### config.mk
export PLATFORM = sky130hd
export DESIGN_NAME = envelope_adsr
export DESIGN_NICKNAME = d
export VERILOG_FILES = /design/src/rtl/musicbox_env_pkg.sv /design/src/rtl/envelope_tick_gen.sv /design/src/rtl/envelope_adsr.sv
export SDC_FILE = /design/constraint.sdc
export NUM_CORES = 1
export LEC_CHECK = 0
export ABC_AREA = 1
export CAP_MARGIN = 10
export CORE_MARGIN = 2
export CORE_UTILIZATION = 35
export CTS_CLUSTER_SIZE = 30
export DETAILED_ROUTE_END_ITERATION = 12
export GPL_ROUTABILITY_DRIVEN = 0
export HOLD_SLACK_MARGIN = 0.02
export SLEW_MARGIN = 20
export SYNTH_ARGS = -nofsm -noshare
export SYNTH_HDL_FRONTEND = slang
export SYNTH_SLANG_ARGS = --single-unit
### constraint.sdc
create_clock -name CLK_32KHz -period 13.1 [get_ports CLK_32KHz]
set_input_delay 2.62 -clock CLK_32KHz [delete_from_list [all_inputs] [get_ports CLK_32KHz]]
set_output_delay 2.62 -clock CLK_32KHz [all_outputs]
set_load 0.01 [all_outputs]
### src/rtl/musicbox_env_pkg.sv
// Shared definitions for the ADSR envelope block: the envelope state type
// and the default timing/step constants used as parameter defaults.
package musicbox_env_pkg;

    typedef enum logic [2:0] {
        ST_IDLE    = 3'd0,
        ST_ATTACK  = 3'd1,
        ST_DECAY   = 3'd2,
        ST_SUSTAIN = 3'd3,
        ST_RELEASE = 3'd4
    } env_state_t;

    localparam int DEF_TICK_DIV      = 32;   // 32 kHz / 32 = 1 kHz envelope rate
    localparam int DEF_ATTACK_STEP   = 8;
    localparam int DEF_DECAY_STEP    = 2;
    localparam int DEF_SUSTAIN_LEVEL = 160;
    localparam int DEF_RELEASE_STEP  = 4;

    // Wide enough for the largest legal TICK_DIV (1024).
    localparam int TICK_CNT_W = 10;

endpackage

### src/rtl/envelope_tick_gen.sv
// Envelope tick generator: counts 0..TICK_DIV-1 and wraps, asserting tick
// for the single cycle in which the count equals TICK_DIV-1.
// Ports:
//   CLK_32KHz - sample clock
//   reset_n   - asynchronous active-low reset
//   clear     - restart the count at 0 on the next edge
//   tick      - one-cycle envelope tick
module envelope_tick_gen
    import musicbox_env_pkg::*;
#(
    parameter int TICK_DIV = DEF_TICK_DIV
) (
    input  logic CLK_32KHz,
    input  logic reset_n,
    input  logic clear,
    output logic tick
);

    localparam logic [TICK_CNT_W-1:0] LAST_COUNT = TICK_CNT_W'(TICK_DIV - 1);

    logic [TICK_CNT_W-1:0] count_r;

    assign tick = (count_r == LAST_COUNT);

    // Tick divider counter with restart on clear.
    always_ff @(posedge CLK_32KHz or negedge reset_n) begin
        if (!reset_n) begin
            count_r <= '0;
        end else if (clear || tick) begin
            count_r <= '0;
        end else begin
            count_r <= count_r + TICK_CNT_W'(1);
        end
    end

endmodule

### src/rtl/envelope_adsr.sv
// ADSR envelope generator applied to an 8-bit unsigned oscillator sample.
// Ports:
//   CLK_32KHz    - sample clock, all state updates on its rising edge
//   reset_n      - asynchronous active-low reset
//   gate         - note held
//   inputSample  - unsigned raw oscillator sample
//   outputSample - (inputSample * envLevel) >> 8, registered
//   envLevel     - current envelope level, registered
//   busy         - high whenever the envelope is not idle
module envelope_adsr
    import musicbox_env_pkg::*;
#(
    parameter int TICK_DIV      = DEF_TICK_DIV,
    parameter int ATTACK_STEP   = DEF_ATTACK_STEP,
    parameter int DECAY_STEP    = DEF_DECAY_STEP,
    parameter int SUSTAIN_LEVEL = DEF_SUSTAIN_LEVEL,
    parameter int RELEASE_STEP  = DEF_RELEASE_STEP
) (
    input  logic       CLK_32KHz,
    input  logic       reset_n,
    input  logic       gate,
    input  logic [7:0] inputSample,
    output logic [7:0] outputSample,
    output logic [7:0] envLevel,
    output logic       busy
);

    localparam logic [7:0] ATT_STEP_8 = 8'(ATTACK_STEP);
    localparam logic [7:0] DEC_STEP_8 = 8'(DECAY_STEP);
    localparam logic [7:0] SUS_LVL_8  = 8'(SUSTAIN_LEVEL);
    localparam logic [7:0] REL_STEP_8 = 8'(RELEASE_STEP);

    env_state_t         state_r;
    env_state_t         state_next_s;
    logic [7:0]         level_r;
    logic [7:0]         level_next_s;
    logic [7:0]         out_r;
    logic               busy_r;
    logic               tick_s;
    logic               clear_s;
    logic [8:0]         att_sum_s;
    logic signed [8:0]  dec_diff_s;
    logic signed [8:0]  rel_diff_s;
    logic [15:0]        product_s;

    envelope_tick_gen #(
        .TICK_DIV (TICK_DIV)
    ) u_tick_gen (
        .CLK_32KHz (CLK_32KHz),
        .reset_n   (reset_n),
        .clear     (clear_s),
        .tick      (tick_s)
    );

    // The only multiplier in the block: raw sample scaled by the current level.
    assign product_s = 16'(inputSample) * 16'(level_r);

    // Next-state and next-level logic; a gate change always beats a same-cycle tick.
    always_comb begin
        state_next_s = state_r;
        level_next_s = level_r;
        att_sum_s    = {1'b0, level_r} + {1'b0, ATT_STEP_8};
        dec_diff_s   = $signed({1'b0, level_r}) - $signed({1'b0, DEC_STEP_8});
        rel_diff_s   = $signed({1'b0, level_r}) - $signed({1'b0, REL_STEP_8});
        case (state_r)
            ST_IDLE: begin
                level_next_s = 8'd0;
                if (gate) begin
                    state_next_s = ST_ATTACK;
                end else begin
                    state_next_s = ST_IDLE;
                end
            end
            ST_ATTACK: begin
                if (!gate) begin
                    state_next_s = ST_RELEASE;
                end else if (tick_s) begin
                    if (att_sum_s >= 9'd255) begin
                        level_next_s = 8'd255;
                        state_next_s = ST_DECAY;
                    end else begin
                        level_next_s = att_sum_s[7:0];
                    end
                end else begin
                    level_next_s = level_r;
                end
            end
            ST_DECAY: begin
                if (!gate) begin
                    state_next_s = ST_RELEASE;
                end else if (level_r == SUS_LVL_8) begin
                    // Already at the floor (e.g. sustain at full scale).
                    state_next_s = ST_SUSTAIN;
                end else if (tick_s) begin
                    if (dec_diff_s <= $signed({1'b0, SUS_LVL_8})) begin
                        level_next_s = SUS_LVL_8;
                        state_next_s = ST_SUSTAIN;
                    end else begin
                        level_next_s = dec_diff_s[7:0];
                    end
                end else begin
                    level_next_s = level_r;
                end
            end
            ST_SUSTAIN: begin
                if (!gate) begin
                    state_next_s = ST_RELEASE;
                end else begin
                    state_next_s = ST_SUSTAIN;
                end
            end
            ST_RELEASE: begin
                if (gate) begin
                    // Retrigger continues from the current level.
                    state_next_s = ST_ATTACK;
                end else if (tick_s) begin
                    if (rel_diff_s <= 9'sd0) begin
                        level_next_s = 8'd0;
                        state_next_s = ST_IDLE;
                    end else begin
                        level_next_s = rel_diff_s[7:0];
                    end
                end else begin
                    level_next_s = level_r;
                end
            end
            default: begin
                state_next_s = ST_IDLE;
                level_next_s = 8'd0;
            end
        endcase
        // Restart the tick phase on ATTACK entry so the first step lands TICK_DIV cycles later.
        clear_s = (state_next_s == ST_ATTACK) && (state_r != ST_ATTACK);
    end

    // State, level, busy and scaled-sample registers.
    always_ff @(posedge CLK_32KHz or negedge reset_n) begin
        if (!reset_n) begin
            state_r <= ST_IDLE;
            level_r <= 8'd0;
            out_r   <= 8'd0;
            busy_r  <= 1'b0;
        end else begin
            state_r <= state_next_s;
            level_r <= level_next_s;
            out_r   <= product_s[15:8];
            busy_r  <= (state_next_s != ST_IDLE);
        end
    end

    assign outputSample = out_r;
    assign envLevel     = level_r;
    assign busy         = busy_r;

endmodule

==> results.py, run 1 <==
metrics = {
    "drt": {
        "routed_wl_um": 9190,
        "route.vias.total": 3419,
        "firstDrtPassIters": 4,
        "avgRoutedWirePerCell_um": 13.0,
        "viasPerCell": 4.84,
        "route.detailed.drc": 0,
        "antenna_left": 0,
        "drt_iter0_drc": 196,
    },
    "global_route": {
        "antenna_found_initial": 0,
        "top_usage_layer": "met2",
        "grt_use_met1_pct": 19.9,
        "grt_pass1_wl_um": 16500,
        "use_met3_pct": 2.57,
        "grt_pass1_vias": 3550,
        "grt_max_degree": 31,
        "grtUsageTotal_pct": 16.2,
        "met2_usage_pct": 29.2,
        "overflow": 0,
    },
    "timing": {
        "fmax_ghz": 0.148,
        "worst_slack_ps": 6330,
        "tightest_slew_ps": 661,
        "hold_ws_ps": 486,
        "setup_viol": 0,
        "rsz0062_at_grt": "false",
        "drv_slew": 0,
        "final.setup_skew_ps": 9.74,
        "layout_min_cycle_time_ps": 6770,
        "fin_setup_tns_ps": 0,
        "slew_headroom_pct": 55.9,
        "fin_crit_sh_pct": 51.7,
        "hold_viol": 0,
    },
    "cells_and_area": {
        "nFillCells": 1179,
        "final_cells": 707,
        "finalNetCount": 651,
        "num_antenna_cells": 0,
        "drive_gt1_share_pct": 5.50,
        "final_util_pct": 40.5,
        "area_delta_synth_final_pct": 14.1,
        "fin_area_mm2": 0.00457,
    },
    "clock_network": {
        "htreeDepth": 2,
        "cts.sinks": 30,
        "clock_path_buffers": 2,
        "cts_root_buffer": "clkbuf_16",
        "clock_latency_ps": 280,
        "tritoncts": "yes",
        "cts_setup_buffers": 0,
        "path_clk_slew_ps": 50,
        "cts_resized": 0,
        "cts_inserted_buffers": 5,
        "ctsHoldBuffers": 0,
    },
    "floorplanning": {
        "rows": 39,
        "die_area_mm2": 0.0123,
        "start_util_pct": 35.5,
        "ioPinCount": 28,
        "core_region_area_mm2": 0.0113,
        "dieHeight_um": 111,
        "die-width_um": 111,
    },
    "power": {
        "pwr-share-seq_pct": 19.7,
        "internal_power_uw": 438,
        "total_power_uw": 854,
        "p_sw_uw": 416,
        "pwr-share-clk_pct": 18.3,
        "pwr-share-comb_pct": 62.1,
        "sw_frac_of_total_pct": 48.7,
        "p_per_area_mw_per_mm2": 187,
        "max-vdd-ir-drop_uv": 91.9,
        "power.leakage_nw": 2.55,
    },
    "setup_path": {
        "start_kind": "input pin",
        "cp.required_ps": 13260,
        "cp-end-kind": "register",
        "r2r_slack_ps": 8600,
        "critPathKind": "in -> reg",
        "cp.arrival_ps": 6940,
        "critPathMaxFanout": 8,
    },
    "logic_synthesis": {
        "synth_area_leader_cell": "dfrtp_1",
        "post-synth-top-count-cell": "nand2_1",
        "yosys_warnings": 0,
        "mappedNetlistNets": 631,
        "synth_common_cells": "nand2_1, inv_1, ha_1",
        "ys_ff_latch": 30,
        "yosysSeqAreaShare_pct": 18.8,
        "yosysUniqueCellTypes": 38,
        "synth_ff_type": "dfrtp_1",
        "synth_top_cell_area_share_pct": 18.8,
        "postSynthCellCount": 543,
        "synthArstFlopShare_pct": 100,
        "postSynthAreaPerCell_um2": 7.37,
        "syn-cell-area_mm2": 0.00400,
        "synth-edff-count": 0,
        "ys_top_cells_by_area": "dfrtp_1, fa_1, ha_1",
    },
    "place": {
        "dp_hpwl_um": 7280,
        "dpl.cell_count": 699,
        "portBuffers": 27,
        "place_area_mm2": 0.00437,
        "place_worst_setup_slack_ps": 6050,
    },
    "min_path": {
        "min_path_type": "reg -> reg",
    },
    "status": {
        "status": "finished, final reports clean",
    },
    "flow_run": {
        "drv_cap": 0,
    },
}
==> metal layers <==
metal  up-vias  routed length [µm]
met2        71                4790
met3        15                 329
li1       1696                   -
met5         -                   0
met4         0                 131
met1      1637                3930
==> critical path, stage by stage <==
cell and delay [ps]:
clkdlybuf4s50_1 670, nand2_1 130, fa_1 560, inv_1 50
fa_1 520, inv_1 60, fa_1 500, fa_1 540
inv_1 40, ha_1 350, nand2_1 110, inv_1 60
a21oi_1 180, inv_1 70, a211oi_1 260, nand2_1 80
nand2_1 60, nand2_1 50
==> cell families after synthesis <==
family | after synthesis | synth area share (%)
muxes | 1 | 0.250
and+or+nand+nor | 220 | 24.3
xor gates and xnor gates | 19 | 4.16
AOI/OAI and AO/OA | 56 | 7.94
buffers and inverters | 140 | 14.0
DFF | 30 | 18.8
adders and majority gates | 77 | 30.6
==> cell type report <==
cell class | count | area, µm² | share of cell area (%)
Sequential cell | 30 | 751 | 16.4
Timing Repair Buffer | 28 | 278 | 6.08
Inverter | 125 | 469 | 10.3
Tap cell | 143 | 179 | 3.92
Clock inverter | 2 | 60.1 | 1.32
Clock buffer | 6 | 139 | 3.04
Multi-Input combinational cell | 373 | 2690 | 58.9
==> flip-flops by register name (all words and copies together) (netlist names) <==
signal,count
state_r,3
u_tick_gen.count_r,10
outputSample,8
envLevel,8
busy,1
==> worst paths after layout <==
kind | startpoint | to | cells past startpoint
worst max-delay path | inputSample[2] | outputSample[7] | 18
worst min-delay path | u_tick_gen.count_r[0] | u_tick_gen.count_r[0] | 1
worst max register to register | envLevel[4] | outputSample[7] | 17
worst min register to register | u_tick_gen.count_r[0] | u_tick_gen.count_r[0] | 1
max in group asynchronous | reset_n | outputSample[0] | 2
min in group asynchronous | reset_n | envLevel[4] | 2
==> cell usage in the layout, fill, tap and decap left out, types with 3 or more instances in the layout <==
cell type and n:
nor3_1 3, nand2_1 133, inv_1 119, clkbuf_16 5, nand2_2 5, dfrtp_1 30
a31oi_1 4, clkdlybuf4s50_1 27, ha_1 42, xor2_1 14, fa_1 35, a21oi_1 16
nand3_1 23, xnor2_1 5, o21ai_0 24, nor2_1 37, inv_2 6, nand4_1 6
==> power by group through the flow <==
stage | clock network, mW | registers (mW) | logic [mW]
floorplan | 0 | 0.144 | 0.414
global placement | 0 | 0.169 | 0.522
detailed placement | 0 | 0.170 | 0.533
CTS | 0.161 | 0.168 | 0.540
global route | 0.165 | 0.174 | 0.619
finish | 0.156 | 0.168 | 0.530
No activity file was read; power rests on OpenSTA's default activity.
==> run 2, diff against run 1 <==
==> constraint.sdc (replaced) <==
create_clock -name CLK_32KHz -period 6.35 [get_ports CLK_32KHz]
set_input_delay 1.27 -clock CLK_32KHz [delete_from_list [all_inputs] [get_ports CLK_32KHz]]
set_output_delay 1.27 -clock CLK_32KHz [all_outputs]
set_load 0.01 [all_outputs]
==> results.py, run 2 (synthesis results as in run 1) <==
metrics = {
    "status": {
        "status": "finished, final reports clean",
    },
    "drt": {
        "avgRoutedWirePerCell_um": 13.0,
        "route.vias.total": 3398,
        "route.detailed.drc": 0,
        "firstDrtPassIters": 6,
        "routed_wl_um": 9200,
        "viasPerCell": 4.81,
        "drt_iter0_drc": 189,
        "antenna_left": 0,
    },
    "timing": {
        "layout_min_cycle_time_ps": 5450,
        "final.setup_skew_ps": 11.6,
        "tightest_slew_ps": 662,
        "drv_slew": 0,
        "fin_setup_tns_ps": 0,
        "fin_crit_sh_pct": 85.9,
        "rsz0062_at_grt": "false",
        "hold_ws_ps": 472,
        "slew_headroom_pct": 55.8,
        "setup_viol": 0,
        "hold_viol": 0,
        "fmax_ghz": 0.183,
    },
    "cells_and_area": {
        "finalNetCount": 651,
        "max_flop_register": "u_tick_gen.count_r",
        "fin_area_mm2": 0.00457,
        "regArea_um2": 751,
        "multi_input_area_mm2": 0.00269,
        "largest_register_ffs": 10,
        "final_cells": 707,
        "area_delta_synth_final_pct": 14.1,
        "layout_common_cells": "nand2_1, inv_1, ha_1",
        "final_util_pct": 40.5,
        "drive_gt1_share_pct": 5.50,
        "final_common_cell": "nand2_1",
        "num_antenna_cells": 0,
        "nFillCells": 1149,
    },
    "setup_path": {
        "cp_num_cells": 18,
        "crit_slowest_cell": "clkdlybuf4s50_1",
        "cp.arrival_ps": 5620,
        "r2r_slack_ps": 1820,
        "start_kind": "input pin",
        "critPathMaxFanout": 8,
        "crit_end": "outputSample[7]",
        "reg2reg_to": "outputSample[7]",
        "cp.required_ps": 6510,
        "critPathKind": "in -> reg",
        "path_delay_family": "adder cells",
        "crit_chain": "clkdlybuf4s50_1 -> nand2_1 -> fa_1 -> inv_1 -> fa_1 -> inv_1 -> fa_1 -> fa_1 -> inv_1 -> ha_1 -> nand2_1 -> inv_1 -> a21oi_1 -> inv_1 -> a211oi_1 -> nand2_1 -> nand2_1 -> nand2_1",
        "rr_startpoint": "envLevel[4]",
        "reg2reg_depth": 17,
        "setup.worst_path.start": "inputSample[2]",
        "cp-end-kind": "register",
        "critical_path_buf_inv_count": 6,
        "slowest_delay_ps": 680,
    },
    "clock_network": {
        "cts_resized": 0,
        "tritoncts": "yes",
        "htreeDepth": 2,
        "path_clk_slew_ps": 50,
        "clock_latency_ps": 280,
        "cts_setup_buffers": 0,
        "clock_path_buffers": 2,
        "cts.sinks": 30,
        "cts_root_buffer": "clkbuf_16",
        "ctsHoldBuffers": 0,
        "cts_inserted_buffers": 5,
    },
    "floorplanning": {
        "start_util_pct": 35.5,
        "ioPinCount": 28,
        "rows": 39,
        "dieHeight_um": 111,
        "die-width_um": 111,
        "core_region_area_mm2": 0.0113,
        "die_area_mm2": 0.0123,
    },
    "global_route": {
        "grt_pass1_vias": 3475,
        "overflow": 0,
        "antenna_found_initial": 0,
        "grt_pass1_wl_um": 16300,
        "grt_max_degree": 31,
        "grtUsageTotal_pct": 16.1,
    },
    "place": {
        "dpl.cell_count": 699,
        "dp_hpwl_um": 7350,
        "place_area_mm2": 0.00437,
        "portBuffers": 27,
    },
    "power": {
        "max-vdd-ir-drop_uv": 209,
        "pwr-share-comb_pct": 62.1,
        "sw_frac_of_total_pct": 48.6,
        "p_sw_uw": 854,
        "pwr-share-seq_pct": 19.6,
        "pwr-share-clk_pct": 18.2,
        "p_per_area_mw_per_mm2": 385,
        "internal_power_uw": 905,
        "power.leakage_nw": 2.55,
    },
    "min_path": {
        "min_path_type": "reg -> reg",
    },
    "flow_run": {
        "drv_cap": 0,
    },
}
[run 2: cell counts in the layout (fill, tap and decap cells not counted)]
Identical to the previous run, type by type.
[run 2: layout make-up]
| class | instances | share of cell area (%) |
|---|---|---|
| Clock inverter | 2 | 1.32 |
| Tap cell | 143 | 3.92 |
| Clock buffer | 6 | 3.04 |
| Timing Repair Buffer | 28 | 6.08 |
| Multi-Input combinational cell | 373 | 58.9 |
| Inverter | 125 | 10.3 |
| Sequential cell | 30 | 16.4 |
[run 2: power by group through the flow]
| stage | Sequential, mW | Combinational [mW] | Clock (mW) |
|---|---|---|---|
| 2_1_floorplan | 0.298 | 0.854 | 0 |
| 3_3_place_gp | 0.349 | 1.08 | 0 |
| 3_5_place_dp | 0.350 | 1.10 | 0 |
| 4_1_cts | 0.346 | 1.11 | 0.332 |
| 5_1_grt | 0.358 | 1.28 | 0.340 |
| 6_report | 0.346 | 1.09 | 0.321 |
[run 2: metrics by stage]
step / power [mW] / setup WS (ps)
2_1_floorplan: 1.15 / 1380
5_1_grt: 1.97 / 587
4_1_cts: 1.79 / 933
3_3_place_gp: 1.43 / 676
3_5_place_dp: 1.45 / 652
6_report: 1.76 / 896
[run 2: per-layer routing]
layer  vias to the layer above  global-route usage, %  wire (µm)
li1                       1699                      -          -
met1                      1617                   19.8       3860
met2                        76                   28.8       4810
met3                         6                   3.01        439
met4                         0                   4.42         95
met5                         -                      0          0
[run 2: how the worst min path moves through the flow]
stage	from	to	slack, ps	cells past startpoint
4_1_cts	u_tick_gen.count_r[0]	u_tick_gen.count_r[0]	480	1
6_report	u_tick_gen.count_r[0]	u_tick_gen.count_r[0]	470	1
2_1_floorplan	u_tick_gen.count_r[0]	u_tick_gen.count_r[0]	430	1
3_5_place_dp	u_tick_gen.count_r[0]	u_tick_gen.count_r[0]	470	1
5_1_grt	u_tick_gen.count_r[0]	u_tick_gen.count_r[0]	500	1
3_3_place_gp	u_tick_gen.count_r[0]	u_tick_gen.count_r[0]	450	1
==> run 3, diff against run 2 <==
--- a/config.mk
+++ b/config.mk
@@ -7,7 +7,6 @@
 export LEC_CHECK = 0
 export ABC_AREA = 1
 export CAP_MARGIN = 10
-export CORE_MARGIN = 2
 export CORE_UTILIZATION = 35
 export CTS_CLUSTER_SIZE = 30
 export DETAILED_ROUTE_END_ITERATION = 12
@@ -17,3 +16,4 @@
 export SYNTH_ARGS = -nofsm -noshare
 export SYNTH_HDL_FRONTEND = slang
 export SYNTH_SLANG_ARGS = --single-unit
+export TNS_END_PERCENT = 5
==> results.py, run 3 (synthesis results as in run 1) <==
metrics = {
    "clock_network": {
        "tritoncts": "yes",
        "cts_setup_buffers": 0,
        "cts_resized": 0,
        "path_clk_slew_ps": 50,
        "ctsHoldBuffers": 0,
        "htreeDepth": 2,
        "clock_path_buffers": 2,
        "clock_latency_ps": 280,
        "cts_inserted_buffers": 5,
        "cts_root_buffer": "clkbuf_16",
        "cts.sinks": 30,
    },
    "cells_and_area": {
        "largest_register_ffs": 10,
        "max_flop_register": "u_tick_gen.count_r",
        "drive_gt1_share_pct": 5.50,
        "nFillCells": 1148,
        "num_antenna_cells": 0,
        "area_delta_synth_final_pct": 12.8,
        "layout_common_cells": "nand2_1, inv_1, ha_1",
        "final_common_cell": "nand2_1",
        "finalNetCount": 651,
    },
    "global_route": {
        "grt_pass1_vias": 3283,
        "grt_max_degree": 31,
        "overflow": 0,
        "grt_pass1_wl_um": 15000,
        "antenna_found_initial": 0,
        "grtUsageTotal_pct": 16.2,
    },
    "setup_path": {
        "critPathKind": "in -> reg",
        "slowest_delay_ps": 650,
        "start_kind": "input pin",
        "cp.arrival_ps": 5570,
        "setup.worst_path.start": "inputSample[2]",
        "cp-end-kind": "register",
        "rr_startpoint": "envLevel[4]",
        "cp.required_ps": 6520,
        "critPathMaxFanout": 8,
        "crit_chain": "clkdlybuf4s50_1 -> nand2_1 -> fa_1 -> inv_1 -> fa_1 -> inv_1 -> fa_1 -> fa_1 -> inv_1 -> ha_1 -> nand2_1 -> inv_1 -> a21oi_1 -> inv_1 -> a211oi_1 -> nand2_1 -> nand2_1 -> nand2_1",
        "crit_slowest_cell": "clkdlybuf4s50_1",
    },
    "timing": {
        "fin_setup_tns_ps": 0,
        "fin_crit_sh_pct": 85.1,
        "drv_slew": 0,
        "hold_ws_ps": 478,
        "slew_headroom_pct": 55.0,
        "final.setup_skew_ps": 6.33,
        "hold_viol": 0,
        "rsz0062_at_grt": "false",
        "fmax_ghz": 0.185,
        "layout_min_cycle_time_ps": 5400,
        "tightest_slew_ps": 674,
        "worst_slack_ps": 946,
        "setup_viol": 0,
    },
    "drt": {
        "wl_met1_um": 3910,
        "dr_wl_met2_um": 4190,
        "top_layer_used": "met4",
        "firstDrtPassIters": 5,
        "routed_wl_um": 8680,
        "viasPerCell": 4.84,
        "avgRoutedWirePerCell_um": 12.3,
        "route.vias.total": 3409,
        "drt_iter0_drc": 119,
        "route.detailed.drc": 0,
        "dr_wl_met3_um": 451,
        "antenna_left": 0,
    },
    "status": {
        "status": "finished, final reports clean",
    },
    "floorplanning": {
        "die-width_um": 109,
        "rows": 38,
        "die_area_mm2": 0.0119,
        "ioPinCount": 28,
        "core_region_area_mm2": 0.0110,
        "dieHeight_um": 109,
        "start_util_pct": 36.4,
    },
    "power": {
        "power.leakage_nw": 2.53,
        "max-vdd-ir-drop_uv": 199,
        "p_per_area_mw_per_mm2": 367,
    },
    "place": {
        "place_worst_setup_slack_ps": 673,
        "dp_hpwl_um": 7060,
        "portBuffers": 27,
    },
    "flow_run": {
        "drv_cap": 0,
    },
    "min_path": {
        "worstHoldStart": "u_tick_gen.count_r[0]",
        "min_path_type": "reg -> reg",
    },
}
[run 3: metal layers]
metal,vias up,global-route usage (%)
li1,1693,-
met5,-,0
met1,1628,21.2
met4,0,4.92
met3,10,2.57
met2,78,27.1
[run 3: through the flow]
stage | total power [mW] | area, µm² | cells | util, %
2_1_floorplan | 1.15 | 4000 | 543 | -
3_3_place_gp | 1.41 | 4360 | 696 | 39.7
3_5_place_dp | 1.43 | 4360 | 696 | 39.7
4_1_cts | 1.68 | 4520 | 704 | 41.1
5_1_grt | 1.85 | 4520 | 704 | 41.1
6_report | 1.66 | 4520 | 704 | 41.1
[run 3: layout make-up]
class | count | area (µm²) | area share [%]
Multi-Input combinational cell | 373 | 2690 | 59.6
Clock buffer | 6 | 139 | 3.08
Inverter | 125 | 469 | 10.4
Timing Repair Buffer | 28 | 278 | 6.15
Sequential cell | 30 | 751 | 16.6
Tap cell | 140 | 175 | 3.88
Clock inverter | 2 | 12.5 | 0.277
[run 3: worst paths after layout]
check                                             end  slack (ps)  cells past startpoint
worst max register to register        outputSample[7]        1820                     17
worst min register to register  u_tick_gen.count_r[0]         480                      1
worst min-delay path            u_tick_gen.count_r[0]         480                      1
max in group asynchronous             outputSample[0]        4670                      2
worst max-delay path                  outputSample[7]         950                     18
min in group asynchronous       u_tick_gen.count_r[6]        1380                      2
[run 3: where the power goes]
group	leakage (nW)	internal (mW)	switching, mW
logic	2.05	0.423	0.643
clock network	0.0729	0.155	0.0885
registers	0.402	0.241	0.106
total	2.53	0.819	0.837
[run 3: worst max-delay path: cells and delay by family]
kind | cells | cell delay, ps
fa+ha+maj | 5 | 2480
buf+inv | 6 | 920
compound gates | 2 | 450
simple gates | 5 | 430
